### config.mk
export PLATFORM = sky130hd
export DESIGN_NAME = lsu_ctrl
export DESIGN_NICKNAME = d
export VERILOG_FILES = /design/src/rtl/lsu_ctrl_pkg.sv /design/src/rtl/lsu_align.sv /design/src/rtl/lsu_ctrl.sv
export SDC_FILE = /design/constraint.sdc
export NUM_CORES = 1
export LEC_CHECK = 0
export CAP_MARGIN = 20
export CELL_PAD_IN_SITES_DETAIL_PLACEMENT = 1
export CELL_PAD_IN_SITES_GLOBAL_PLACEMENT = 1
export CORE_MARGIN = 2
export CORE_UTILIZATION = 36
export CTS_CLUSTER_DIAMETER = 80
export DETAILED_ROUTE_END_ITERATION = 7
export PLACE_DENSITY_LB_ADDON = 0.1
export SLEW_MARGIN = 10
export SYNTH_ARGS = -nofsm -noshare
export SYNTH_HDL_FRONTEND = slang
export SYNTH_SLANG_ARGS = --single-unit
export TNS_END_PERCENT = 100
### constraint.sdc
create_clock -name clk -period 2.9 [get_ports clk]
set_input_delay 0.435 -clock clk [delete_from_list [all_inputs] [get_ports clk]]
set_output_delay 0.435 -clock clk [all_outputs]
set_load 0.01 [all_outputs]
### src/rtl/lsu_ctrl_pkg.sv
// Shared constants for the load/store unit: RV32I funct3 width codes, FSM
// state encoding and the access-legality check.
package lsu_ctrl_pkg;

  localparam logic [2:0] F3_B  = 3'd0;
  localparam logic [2:0] F3_H  = 3'd1;
  localparam logic [2:0] F3_W  = 3'd2;
  localparam logic [2:0] F3_BU = 3'd4;
  localparam logic [2:0] F3_HU = 3'd5;

  localparam logic [1:0] ST_IDLE   = 2'd0;
  localparam logic [1:0] ST_ACCESS = 2'd1;
  localparam logic [1:0] ST_WRITE  = 2'd2;

  // Stores only have b/h/w; unsigned codes are meaningless for them.
  function automatic logic lsu_err(input logic we, input logic [2:0] f3,
                                   input logic [1:0] lo);
    logic e;
    e = 1'b1;
    case (f3)
      F3_B:  e = 1'b0;
      F3_H:  e = lo[0];
      F3_W:  e = |lo;
      F3_BU: e = we;
      F3_HU: e = we | lo[0];
      default: e = 1'b1;
    endcase
    return e;
  endfunction

endpackage

### src/rtl/lsu_align.sv
// Lane extraction with sign/zero extension for loads, and byte/half merge of
// store data into the previously read word for partial stores.
module lsu_align
  import lsu_ctrl_pkg::*;
(
  input  logic [2:0]  funct3,
  input  logic [1:0]  addr_lo,
  input  logic [31:0] rword,
  input  logic [31:0] wdata,
  input  logic [31:0] old_word,
  output logic [31:0] load_data,
  output logic [31:0] merge_data
);

  logic [7:0]  lane_b;
  logic [15:0] lane_h;

  always_comb begin
    lane_b = rword[7:0];
    case (addr_lo)
      2'd1:    lane_b = rword[15:8];
      2'd2:    lane_b = rword[23:16];
      2'd3:    lane_b = rword[31:24];
      default: lane_b = rword[7:0];
    endcase
    lane_h = addr_lo[1] ? rword[31:16] : rword[15:0];
    case (funct3)
      F3_B:    load_data = {{24{lane_b[7]}}, lane_b};
      F3_BU:   load_data = {24'd0, lane_b};
      F3_H:    load_data = {{16{lane_h[15]}}, lane_h};
      F3_HU:   load_data = {16'd0, lane_h};
      default: load_data = rword;
    endcase
  end

  always_comb begin
    merge_data = old_word;
    if (funct3 == F3_B) begin
      case (addr_lo)
        2'd0: merge_data[7:0]   = wdata[7:0];
        2'd1: merge_data[15:8]  = wdata[7:0];
        2'd2: merge_data[23:16] = wdata[7:0];
        2'd3: merge_data[31:24] = wdata[7:0];
        default: merge_data = old_word;
      endcase
    end else if (funct3 == F3_H) begin
      if (addr_lo[1]) merge_data[31:16] = wdata[15:0];
      else            merge_data[15:0]  = wdata[15:0];
    end
  end

endmodule

### src/rtl/lsu_ctrl.sv
// Load/store unit controller over a word-wide memory with asynchronous read.
// Partial stores use read-modify-write through a merge register.
module lsu_ctrl
  import lsu_ctrl_pkg::*;
(
  input  logic        clk,
  input  logic        rst,
  input  logic        req_valid,
  output logic        req_ready,
  input  logic        req_we,
  input  logic [2:0]  req_funct3,
  input  logic [31:0] req_addr,
  input  logic [31:0] req_wdata,
  output logic        resp_valid,
  output logic [31:0] resp_rdata,
  output logic        resp_err,
  output logic        mem_MemRW,
  output logic [31:0] mem_addr,
  output logic [31:0] mem_write_data,
  input  logic [31:0] mem_read_data
);

  logic [1:0]  state_q, state_d;
  logic        resp_valid_q, resp_valid_d;
  logic        resp_err_q, resp_err_d;
  logic [31:0] resp_rdata_q, resp_rdata_d;
  logic [31:0] merge_q, merge_d;
  logic        we_q, we_d;
  logic [2:0]  f3_q, f3_d;
  logic [31:0] addr_q, addr_d;
  logic [31:0] wdata_q, wdata_d;

  logic        err;
  logic        accept;
  logic [31:0] load_data;
  logic [31:0] merge_data;

  lsu_align u_align (
    .funct3     (f3_q),
    .addr_lo    (addr_q[1:0]),
    .rword      (mem_read_data),
    .wdata      (wdata_q),
    .old_word   (merge_q),
    .load_data  (load_data),
    .merge_data (merge_data)
  );

  assign err            = lsu_err(we_q, f3_q, addr_q[1:0]);
  assign req_ready      = (state_q == ST_IDLE);
  assign accept         = req_valid & req_ready;
  assign mem_addr       = {addr_q[31:2], 2'b00};
  assign mem_write_data = (state_q == ST_WRITE) ? merge_data : wdata_q;
  assign mem_MemRW      = ((state_q == ST_ACCESS) & we_q & (f3_q == F3_W) & ~err)
                        | (state_q == ST_WRITE);
  assign resp_valid     = resp_valid_q;
  assign resp_err       = resp_err_q;
  assign resp_rdata     = resp_rdata_q;

  always_comb begin
    state_d      = state_q;
    resp_valid_d = 1'b0;
    resp_err_d   = 1'b0;
    resp_rdata_d = 32'd0;
    merge_d      = merge_q;
    we_d         = we_q;
    f3_d         = f3_q;
    addr_d       = addr_q;
    wdata_d      = wdata_q;
    case (state_q)
      ST_IDLE: begin
        if (accept) begin
          we_d    = req_we;
          f3_d    = req_funct3;
          addr_d  = req_addr;
          wdata_d = req_wdata;
          state_d = ST_ACCESS;
        end
      end
      ST_ACCESS: begin
        if (err) begin
          resp_valid_d = 1'b1;
          resp_err_d   = 1'b1;
          state_d      = ST_IDLE;
        end else if (!we_q) begin
          resp_valid_d = 1'b1;
          resp_rdata_d = load_data;
          state_d      = ST_IDLE;
        end else if (f3_q == F3_W) begin
          resp_valid_d = 1'b1;
          state_d      = ST_IDLE;
        end else begin
          merge_d = mem_read_data;
          state_d = ST_WRITE;
        end
      end
      ST_WRITE: begin
        resp_valid_d = 1'b1;
        state_d      = ST_IDLE;
      end
      default: state_d = ST_IDLE;
    endcase
  end

  always_ff @(posedge clk or posedge rst) begin
    if (rst) begin
      state_q      <= ST_IDLE;
      resp_valid_q <= 1'b0;
      resp_err_q   <= 1'b0;
      resp_rdata_q <= 32'd0;
      merge_q      <= 32'd0;
    end else begin
      state_q      <= state_d;
      resp_valid_q <= resp_valid_d;
      resp_err_q   <= resp_err_d;
      resp_rdata_q <= resp_rdata_d;
      merge_q      <= merge_d;
    end
  end

  // Request fields are pure datapath; they are only consumed after acceptance.
  always_ff @(posedge clk) begin
    we_q    <= we_d;
    f3_q    <= f3_d;
    addr_q  <= addr_d;
    wdata_q <= wdata_d;
  end

endmodule

==> summary.md <==
| Metric | Value |
|---|---|
| Growth of design area from synthesis to finish | `47.2%` |
| Simple-Gate Fraction of Synth Area | `around 8%` |
| Most used cell, CP | `sky130_fd_sc_hd__buf_4` |
| Leakage | `~0.0036 µW` |
| Area of the die | `about 18000 µm²` |
| Final hold viol count | `0` |
| Count of maximum capacitance violations | `0` |
| Post-layout utilization of the core | `roughly 54%` |
| Fin cells | `902` |
| Post-layout minimum cycle time | `around 2.9 ns` |
| Area used by sequential logic in the layout | `about 3700 µm²` |
| Placed cells | `~850` |
| Power density cells | `~800 nW/µm²` |
| Nature of the critical path endpoint | `output port` |
| Max Clk Rate | `~350 MHz` |
| Post-route clock period utilization | `a little over nine tenths` |
| Post-synthesis instance area | `6010 µm²` |
| Final setup vio count | `0` |
| FP Rows | `47` |
| Classification of the worst-slack hold path | `input port to async pin` |
| Data required time at the worst endpoint | `around 2.5 ns` |
| Cell types occupying the most area after synthesis | `sky130_fd_sc_hd__edfxtp_1 (34%), sky130_fd_sc_hd__dfrtp_1 (28%), sky130_fd_sc_hd__buf_4 (4.5%)` |
| Sequential fraction of the synthesis area | `62.3%` |
| FF+latch count, synth | `between 100 and 150` |
| Library cell occupying the most area in the post-synthesis netlist | `sky130_fd_sc_hd__edfxtp_1` |
| Total I/O pin count | `between 200 and 250` |
| Vias post-DR | `4565` |
| Gate count of the mapped netlist | `475` |
| Max stage delay on crit path | `~0.57 ns` |
| Total Wirelength | `18800 µm` |
| Crit path max fanout | `7` |
| Design Area, Final | `around 9000 µm²` |
| Antenna fix cells | `0` |
| Area share of fa/ha/maj cells after synthesis | `less than 1%` |
| Most frequent standard cell in the layout excluding fill and tap cells | `sky130_fd_sc_hd__clkdlybuf4s50_1` |
| Total number of nets in the final design | `roughly 780` |
| Multiplexer fraction of the synthesized cell area | `about 8.5%` |
| Multi-input gate area in the final layout | `between 1500 and 2000 µm²` |
| Port bufs | `200` |
| Post-DR wirelength/cell | `about 21 µm` |
| Worst clock skew on the final layout | `~0.0056 ns` |
| Largest net degree at the start of global routing | `roughly 70` |
| Crit path kind | `flip-flop to output port` |
| Last weighted congestion value of the routability-driven placer | `between 0.8 and 0.9` |
| Standard cell area after detailed placement | `between 8000 and 9000 µm²` |
| Largest family of logic cells by synthesized area | `compound AO/OA/AOI/OAI gates` |
| Count of flip-flops with a built-in enable after synthesis | `68` |
| Final Max Tran Viols | `0` |
| Clk root buf | `sky130_fd_sc_hd__clkbuf_16` |
| Result of the run | `complete, no violations` |
| Worst supply voltage drop on vdd | `slightly above 0.4 mV` |
| Number of sinks handled by clock tree synthesis | `between 100 and 150` |
| Number of buffers created by CTS | `17` |
| Number of global-route vias before repair | `between 4000 and 5000` |
| Async set-or-reset flop fraction in the synthesized netlist | `about half` |
| Global-route wire length before repair | `about 29000 µm` |
| Effective utilization at floorplan | `between 30% and 40%` |
| Source-to-sink clock delay at the later pin of the worst-skew pair | `between 0.4 and 0.5 ns` |
| Hold-fix buffers at CTS | `0` |
| Chain of cells forming the critical path | `buf_4 > buf_4 > nor3_4 > buf_4 > buf_4 > nand4_1 > nand3_1 > clkdlybuf4s50_1` |
| Area of the core | `roughly 16000 µm²` |
| Xor and xnor area share after synthesis | `0%` |
| Dominant register cell in the synthesized netlist | `sky130_fd_sc_hd__edfxtp_1` |
| Synthesized-area fraction occupied by ao, oa, aoi and oai cells | `between 10% and 20%` |
| CTS tree | `built` |
| Clock transition time at the flip-flop clock pins of the worst setup and hold paths | `around 0.06 ns` |
| GRT Residual Overflow | `0` |
| Count of fill cells added during filler insertion | `about 1700` |
| Tightest slew margin relative to the limit | `~45%` |
| Endpoint arrival time on the critical path | `around 2.4 ns` |
| DP HPWL | `about 14000 µm` |
| Drt pass-1 iters | `4` |
| Detailed-route vias per instance | `between 5 and 6` |
| Post-synth cell types | `50` |
| GRT Util Overall | `21.6%` |
| Category of the worst setup path launch point | `flip-flop` |
| Antenna Violating Nets Remaining | `0` |
| Post-route DRC violation count | `0` |
| Fraction of layout instances using a drive strength above 1 | `between 10% and 20%` |
| Transition time at the pin with the least slew margin | `roughly 0.83 ns` |
| Clock tree buffer depth | `2` |
| Avg Inst Size Synth | `12.7 µm²` |
| Chip Width | `about 130 µm` |
| Detailed router's first-iteration violation count | `between 200 and 300` |
| H-Tree Depth | `4` |
| Leading cell types in the layout, fill and taps excluded | `sky130_fd_sc_hd__clkdlybuf4s50_1 (184), sky130_fd_sc_hd__edfxtp_1 (68), sky130_fd_sc_hd__dfrtp_1 (68), sky130_fd_sc_hd__nand2_1 (43), sky130_fd_sc_hd__buf_4 (31)` |
| Crit path max-delay cell type | `sky130_fd_sc_hd__clkdlybuf4s50_1` |
| Overall die height | `133 µm` |
| Antenna violations before repair | `0` |
| Area share of the largest cell type after synthesis | `between 30 and 40%` |
| Synthesis warning total | `0` |
## power breakdown
group	leakage, µW	internal [µW]	switching, µW	total [µW]
Clock	0.000279	1340	813	2150
Combinational	0.00182	980	953	1930
Sequential	0.00153	2560	315	2870
Total	0.00363	4880	2080	6960
## timing repair
| item | CTS | global route |
|---|---|---|
| pin swaps | 2 | 4 |
| setup buffers | 7 | 11 |
| gates resized for setup | 21 | 14 |
| setup endpoints to repair | 32 | 25 |
## path summary, 6_finish.rpt
path | start | end | slack (ns) | cells after the start
max reg2reg | f3_q[1] | resp_rdata[20] | 0.26 | 9
max | f3_q[1] | mem_write_data[15] | 0.04 | 8
max in group asynchronous | rst | merge_q[5] | 2.18 | 3
min in group clk | merge_q[27] | merge_q[27] | 0.51 | 1
min reg2reg | merge_q[27] | merge_q[27] | 0.51 | 1
min | rst | resp_rdata[24] | 0.41 | 3
## cell families (layout without fill, tap and decap cells)
group	after synthesis	after routing
compound gates	99	99
other cells	1	2
simple gates	103	103
mux	43	43
flops	136	136
buf+inv	90	296
fa+ha+maj	3	3
## worst max-delay path, delay by kind of cell, from the launching register on
family	cells	cell delay [ns]
AND/OR/NAND/NOR	3	0.44
buffers and inverters	5	1.17
flip-flops	1	0.40
## final cells by class
| cell class | count | area share, % |
|---|---|---|
| clock buffer | 18 | 4.85 |
| timing repair buffer | 233 | 25.8 |
| clock inverter | 14 | 1.77 |
| multi-input combinational | 250 | 20.9 |
| inverter | 31 | 1.33 |
| tap | 220 | 3.11 |
| sequential | 136 | 42.3 |
## flip-flops by register name, summed over array words and instances (netlist names)
| name | flops |
|---|---|
| merge_q | 32 |
| addr_q | 32 |
| state_q | 2 |
| f3_q | 3 |
| resp_rdata | 32 |
| resp_valid | 1 |
| resp_err | 1 |
| we_q | 1 |
| wdata_q | 32 |
## cells in the mapped netlist, types with 11 or more instances
library cell / instances
sky130_fd_sc_hd__mux2_2: 11
sky130_fd_sc_hd__edfxtp_1: 68
sky130_fd_sc_hd__a31oi_1: 13
sky130_fd_sc_hd__mux2_1: 23
sky130_fd_sc_hd__o21ai_0: 14
sky130_fd_sc_hd__a21oi_1: 11
sky130_fd_sc_hd__inv_1: 30
sky130_fd_sc_hd__clkbuf_1: 13
sky130_fd_sc_hd__nand2_1: 44
sky130_fd_sc_hd__buf_4: 36
sky130_fd_sc_hd__dfrtp_1: 68
sky130_fd_sc_hd__nor2_1: 25
## through the flow
step	total power, µW	hold slack [ns]	TNS [ns]	setup slack, ns
after floorplan	3820	0.458	0	0.168
after CTS	6990	0.425	0	0.000925
after detailed placement	4760	0.493	0	0.148
after global routing	7290	0.445	-0.233	-0.0391
final	6960	0.410	0	0.0413
after global placement	4700	0.473	0	0.232
## per-layer routing
| layer | share of wire, % | track usage [%] |
|---|---|---|
| met1 | 40 | 25.9 |
| met2 | 50 | 36.6 |
| met3 | 8.2 | 7.57 |
| met4 | 1.6 | 7.03 |
| met5 | 0 | 0 |
No activity file was read; power rests on OpenSTA's default activity.
